### src/rtl/uart_tx_drain.sv
// uart_tx_drain: pulls one word per frame from a FIFO and sends it as UART.
// Define UART_TX_PARITY_EN to add the optional parity bit after the data.
module uart_tx_drain #(
  parameter int CLKS_PER_BIT = 16,
  parameter int DATA_WIDTH   = 8
) (
  input  logic                  i_clk,
  input  logic                  i_rstn,
  input  logic                  i_empty,
  input  logic [DATA_WIDTH-1:0] i_rd_data,
  output logic                  o_rd_inc,
  input  logic                  i_par_en,
  input  logic                  i_par_typ,
  output logic                  o_tx,
  output logic                  o_busy
);

  localparam int CW = $clog2(CLKS_PER_BIT);
  localparam int IW = (DATA_WIDTH > 1) ? $clog2(DATA_WIDTH) : 1;
  localparam logic [CW-1:0] CNT_LAST = CW'(CLKS_PER_BIT - 1);
  localparam logic [IW-1:0] IDX_LAST = IW'(DATA_WIDTH - 1);

  typedef enum logic [2:0] {
    S_IDLE,
    S_LOAD,
    S_START,
    S_DATA,
`ifdef UART_TX_PARITY_EN
    S_PARITY,
`endif
    S_STOP
  } state_e;

  state_e                state_q, state_d;
  logic [CW-1:0]         cnt_q, cnt_d;
  logic [IW-1:0]         idx_q, idx_d;
  logic [DATA_WIDTH-1:0] shreg_q, shreg_d;
  logic                  bit_end;

`ifdef UART_TX_PARITY_EN
  logic par_en_q, par_en_d;
  logic par_bit_q, par_bit_d;
`else
  logic unused_par;
  assign unused_par = i_par_en ^ i_par_typ;
`endif

  assign bit_end = (cnt_q == CNT_LAST);

  // State, bit timing and frame data registers
  always_ff @(posedge i_clk or negedge i_rstn) begin
    if (!i_rstn) begin
      state_q   <= S_IDLE;
      cnt_q     <= '0;
      idx_q     <= '0;
      shreg_q   <= '0;
`ifdef UART_TX_PARITY_EN
      par_en_q  <= 1'b0;
      par_bit_q <= 1'b0;
`endif
    end else begin
      state_q   <= state_d;
      cnt_q     <= cnt_d;
      idx_q     <= idx_d;
      shreg_q   <= shreg_d;
`ifdef UART_TX_PARITY_EN
      par_en_q  <= par_en_d;
      par_bit_q <= par_bit_d;
`endif
    end
  end

  // Next-state logic; every bit period clears the counter when it ends
  always_comb begin
    state_d   = state_q;
    cnt_d     = cnt_q;
    idx_d     = idx_q;
    shreg_d   = shreg_q;
`ifdef UART_TX_PARITY_EN
    par_en_d  = par_en_q;
    par_bit_d = par_bit_q;
`endif
    unique case (state_q)
      S_IDLE: begin
        cnt_d = '0;
        idx_d = '0;
        if (!i_empty) state_d = S_LOAD;
      end
      S_LOAD: begin
        // frame contents are frozen here; later input changes are ignored
        shreg_d   = i_rd_data;
`ifdef UART_TX_PARITY_EN
        par_en_d  = i_par_en;
        par_bit_d = (^i_rd_data) ^ i_par_typ;
`endif
        cnt_d     = '0;
        idx_d     = '0;
        state_d   = S_START;
      end
      S_START: begin
        if (bit_end) begin
          cnt_d   = '0;
          state_d = S_DATA;
        end else begin
          cnt_d = cnt_q + 1'b1;
        end
      end
      S_DATA: begin
        if (bit_end) begin
          cnt_d   = '0;
          shreg_d = shreg_q >> 1;
          if (idx_q == IDX_LAST) begin
            idx_d = '0;
`ifdef UART_TX_PARITY_EN
            state_d = par_en_q ? S_PARITY : S_STOP;
`else
            state_d = S_STOP;
`endif
          end else begin
            idx_d = idx_q + 1'b1;
          end
        end else begin
          cnt_d = cnt_q + 1'b1;
        end
      end
`ifdef UART_TX_PARITY_EN
      S_PARITY: begin
        if (bit_end) begin
          cnt_d   = '0;
          state_d = S_STOP;
        end else begin
          cnt_d = cnt_q + 1'b1;
        end
      end
`endif
      S_STOP: begin
        if (bit_end) begin
          cnt_d   = '0;
          state_d = S_IDLE;
        end else begin
          cnt_d = cnt_q + 1'b1;
        end
      end
      default: begin
        cnt_d   = '0;
        idx_d   = '0;
        state_d = S_IDLE;
      end
    endcase
  end

  // Outputs decoded from the state and frame registers only
  always_comb begin
    o_rd_inc = (state_q == S_LOAD);
    o_busy   = (state_q != S_IDLE);
    o_tx     = 1'b1;
    unique case (state_q)
      S_START:  o_tx = 1'b0;
      S_DATA:   o_tx = shreg_q[0];
`ifdef UART_TX_PARITY_EN
      S_PARITY: o_tx = par_bit_q;
`endif
      default:  o_tx = 1'b1;
    endcase
  end

endmodule
### config.mk
export PLATFORM = sky130hd
export DESIGN_NAME = uart_tx_drain
export DESIGN_NICKNAME = d
export VERILOG_FILES = /design/src/rtl/uart_tx_drain.sv
export SDC_FILE = /design/constraint.sdc
export NUM_CORES = 1
export LEC_CHECK = 0
export CORE_MARGIN = 2
export CORE_UTILIZATION = 46
export DETAILED_ROUTE_END_ITERATION = 8
export PLACE_DENSITY = 0.73
export SLEW_MARGIN = 5
export SYNTH_ARGS = -nofsm -noshare
export SYNTH_HDL_FRONTEND = slang
export SYNTH_SLANG_ARGS = --single-unit
### constraint.sdc
create_clock -name i_clk -period 1.7 [get_ports i_clk]
set_clock_uncertainty 0.2 [all_clocks]
set_input_delay 0.425 -clock i_clk [delete_from_list [all_inputs] [get_ports i_clk]]
set_output_delay 0.425 -clock i_clk [all_outputs]
set_load 0.01 [all_outputs]
==> flow_metrics.py <==
metrics = {
    "status": {
        "status": "complete, but fails checks",
        "violations": "negative setup slack",
    },
    "cts": {
        "cts_max_level": 1,
        "cts.path.max_buffers": 2,
        "cts_sinks": 18,
        "clk_pin_slew_ns": 0.11,
        "numCtsBuffers": 3,
        "clk_latency_ns": 0.30,
        "cts_tree": "done",
        "root_buffer": "clkbuf_4",
        "cts_hold_buf": 0,
    },
    "routing": {
        "vias": 722,
        "avgViaCountPerCell": 5.27,
        "drtIter0Drc": 7,
        "wire_per_inst_um": 15.2,
        "firstDrtPassIters": 4,
        "drc": 0,
        "routed_wl_um": 2090,
        "ant_nets": 0,
    },
    "grt": {
        "grt-ovfl-total": 0,
        "grt_pass1_vias": 799,
        "grt_pass1_wl_um": 3550,
        "grt_max_degree": 19,
        "antenna_found_initial": 0,
        "grt_usage": 0.193,
    },
    "timing": {
        "worstMarginPinSlew_ns": 0.359,
        "max_freq_mhz": 516,
        "timing.final.ws_setup_ns": -0.238,
        "post-route-period-util": 1.14,
        "fin_crit_ns": 1.94,
        "hold_viol_final": 0,
        "setup_viol": 10,
        "rsz0062_at_grt": "yes",
        "slew_violations": 0,
        "maxSlewHeadroom": 0.760,
    },
    "placement": {
        "dp.cells": 126,
        "gp_congestion": 0.793,
        "port-buffer-count": 13,
        "post_dp_cell_area_um2": 1160,
        "dp_hpwl_um": 1330,
    },
    "synth": {
        "synth_area_leaders": "dfrtp_1 (48%), mux2_1 (8.3%), mux2_2 (7.2%)",
        "syn_nets": 94,
        "synthTopCellsByCount": "dfrtp_1 (18), nor2_1 (9), mux2_1 (7)",
        "yosys_warnings": 0,
        "synth_area_um2": 945,
        "synth_top_area_frac": 0.477,
        "synth_top_area_cell": "dfrtp_1",
        "syn_inst": 78,
        "ys_ff_latch": 18,
        "synthArstFlopShare": 1.00,
        "synth_most_common_cell": "dfrtp_1",
        "syn_avg_cell_area_um2": 12.1,
        "synth_ff_type": "dfrtp_1",
        "synthDistinctLibCells": 29,
        "ys_seq_area_frac": 0.477,
        "synth_edf_count": 0,
    },
    "critical_path": {
        "r2r_cells": 5,
        "r2r-start": "state_q[2]$_DFFE_PN0P_",
        "cp_data_arrival_time_ns": 1.31,
        "cp-end-kind": "primary output",
        "critPathSlowestCell": "dfrtp_1",
        "max_stage_delay_ns": 0.42,
        "start_kind": "flip-flop",
        "critical_path.top_delay_family": "flip-flops",
        "r2r-end": "shreg_q[5]$_DFFE_PN0P_",
        "worst-path-max-fanout": 2,
        "ff2ff_setup_slack_ns": -0.09,
        "required_ns": 1.07,
        "worstPathCellList": "buf_6 > or3_1 > buf_2",
        "crit_type": "reg2out",
        "crit_buf_inv": 2,
    },
    "pwr": {
        "netSwitchingFraction": 0.326,
        "p_leak_uw": 0.000641,
        "internal-power_uw": 1330,
        "power.share.combinational": 0.479,
        "power_frac_seq": 0.385,
        "net-switching-power_uw": 643,
        "vdd_ir_drop_max_mv": 0.671,
        "power.density_nw_per_um2": 1470,
        "p_clk_frac": 0.137,
    },
    "finish": {
        "fin_area_um2": 1340,
        "n_antenna_cell": 0,
        "nNetsFinal": 127,
        "fillers": 148,
        "fin_cells": 137,
        "seq_area_um2": 450,
        "drive_above_1_share": 0.418,
        "area_growth_pct": 42.1,
        "multi_input_area_um2": 554,
    },
    "run": {
        "max-cap-violations": 0,
    },
    "die": {
        "start_util": 0.486,
        "fp-row-count": 16,
        "core_um2": 1940,
        "io_pins": 16,
        "dieArea_um2": 2430,
        "die_w_um": 49.3,
        "die_h_um": 49.3,
    },
    "hold_path": {
        "hold_class": "in2async",
    },
}
-- flip-flops by register name, summed over array words and instances (netlist names) --
signal   flops
idx_q        3
cnt_q        4
shreg_q      8
state_q      3
-- power groups by stage --
stage | Sequential, µW | Combinational [µW] | Clock, µW
floorplan | 712 | 511 | 0
global placement | 731 | 674 | 0
detailed placement | 746 | 705 | 0
CTS | 739 | 884 | 282
global route | 781 | 1020 | 307
finish | 759 | 944 | 269
-- area by class of cell --
cell class | instances | area share
multi-input cells | 56 | 0.413
flip-flops and latches | 18 | 0.336
repair buffers | 30 | 0.194
clock buffers | 4 | 0.0270
well taps | 27 | 0.0252
inverters | 2 | 0.00559
-- worst register-to-register path, cell delays in order (launching register included) --
cell	delay [ns]
dfrtp_1	0.42
buf_6	0.14
buf_6	0.11
nand3b_4	0.23
mux2_4	0.34
mux2_4	0.26
-- metal layers --
| layer | routed length, µm | up-vias | global-route usage |
|---|---|---|---|
| met2 | 1080 | 18 | 0.347 |
| li1 | - | 344 | - |
| met4 | 85 | 0 | 0.0857 |
| met3 | 78 | 9 | 0.0460 |
| met5 | 0 | - | 0 |
| met1 | 843 | 351 | 0.213 |
-- through the flow --
step | util | power [µW] | hold WS [ns] | setup WS [ns] | setup TNS [ns]
floorplan | - | 1220 | -0.0706 | 0.0270 | 0
global placement | 0.600 | 1400 | 0.282 | -0.256 | -0.489
detailed placement | 0.600 | 1450 | 0.292 | -0.269 | -0.554
CTS | 0.672 | 1900 | 0.238 | -0.204 | -0.903
global route | 0.691 | 2110 | 0.256 | -0.275 | -1.63
finish | 0.691 | 1970 | 0.244 | -0.238 | -1.01
-- cells by family (layout without fill, tap and decap cells) --
group / Yosys count / after routing / synth area share
mux: 14 / 14 / 0.171
simple gates: 28 / 28 / 0.189
compound gates: 10 / 10 / 0.0861
fa+ha+maj: 3 / 3 / 0.0397
xor+xnor: 1 / 1 / 0.00927
buf+inv: 4 / 36 / 0.0278
flops: 18 / 18 / 0.477
-- worst max path at each step --
stage,from,to,slack [ns],cells after the start
6_report,state_q[0]$_DFFE_PN0P_,o_busy,-0.24,3
5_1_grt,state_q[0]$_DFFE_PN0P_,o_busy,-0.28,3
4_1_cts,state_q[0]$_DFFE_PN0P_,o_busy,-0.20,3
3_5_place_dp,state_q[2]$_DFFE_PN0P_,o_rd_inc,-0.27,3
3_3_place_gp,state_q[2]$_DFFE_PN0P_,o_rd_inc,-0.26,3
2_1_floorplan,cnt_q[0]$_DFF_PN0_,shreg_q[1]$_DFFE_PN0P_,0.03,4
-- placed cells by master, fill, tap and decap left out, types with 2 or more instances in the layout --
cell type,n
ha_1,2
buf_2,2
clkdlybuf4s50_1,10
buf_4,14
dfrtp_1,18
buf_6,4
clkbuf_4,3
mux2_4,13
nor4_1,2
inv_1,2
a21oi_1,2
nor2_1,8
a22o_1,3
a21o_1,2
nand2_1,4
-- timing repair --
item	in CTS	in global routing
setup buffers	6	2
pin swaps	1	2
endpoints found under the setup margin	9	13
resized for setup	32	4
Power figures use the tool's default switching activity.
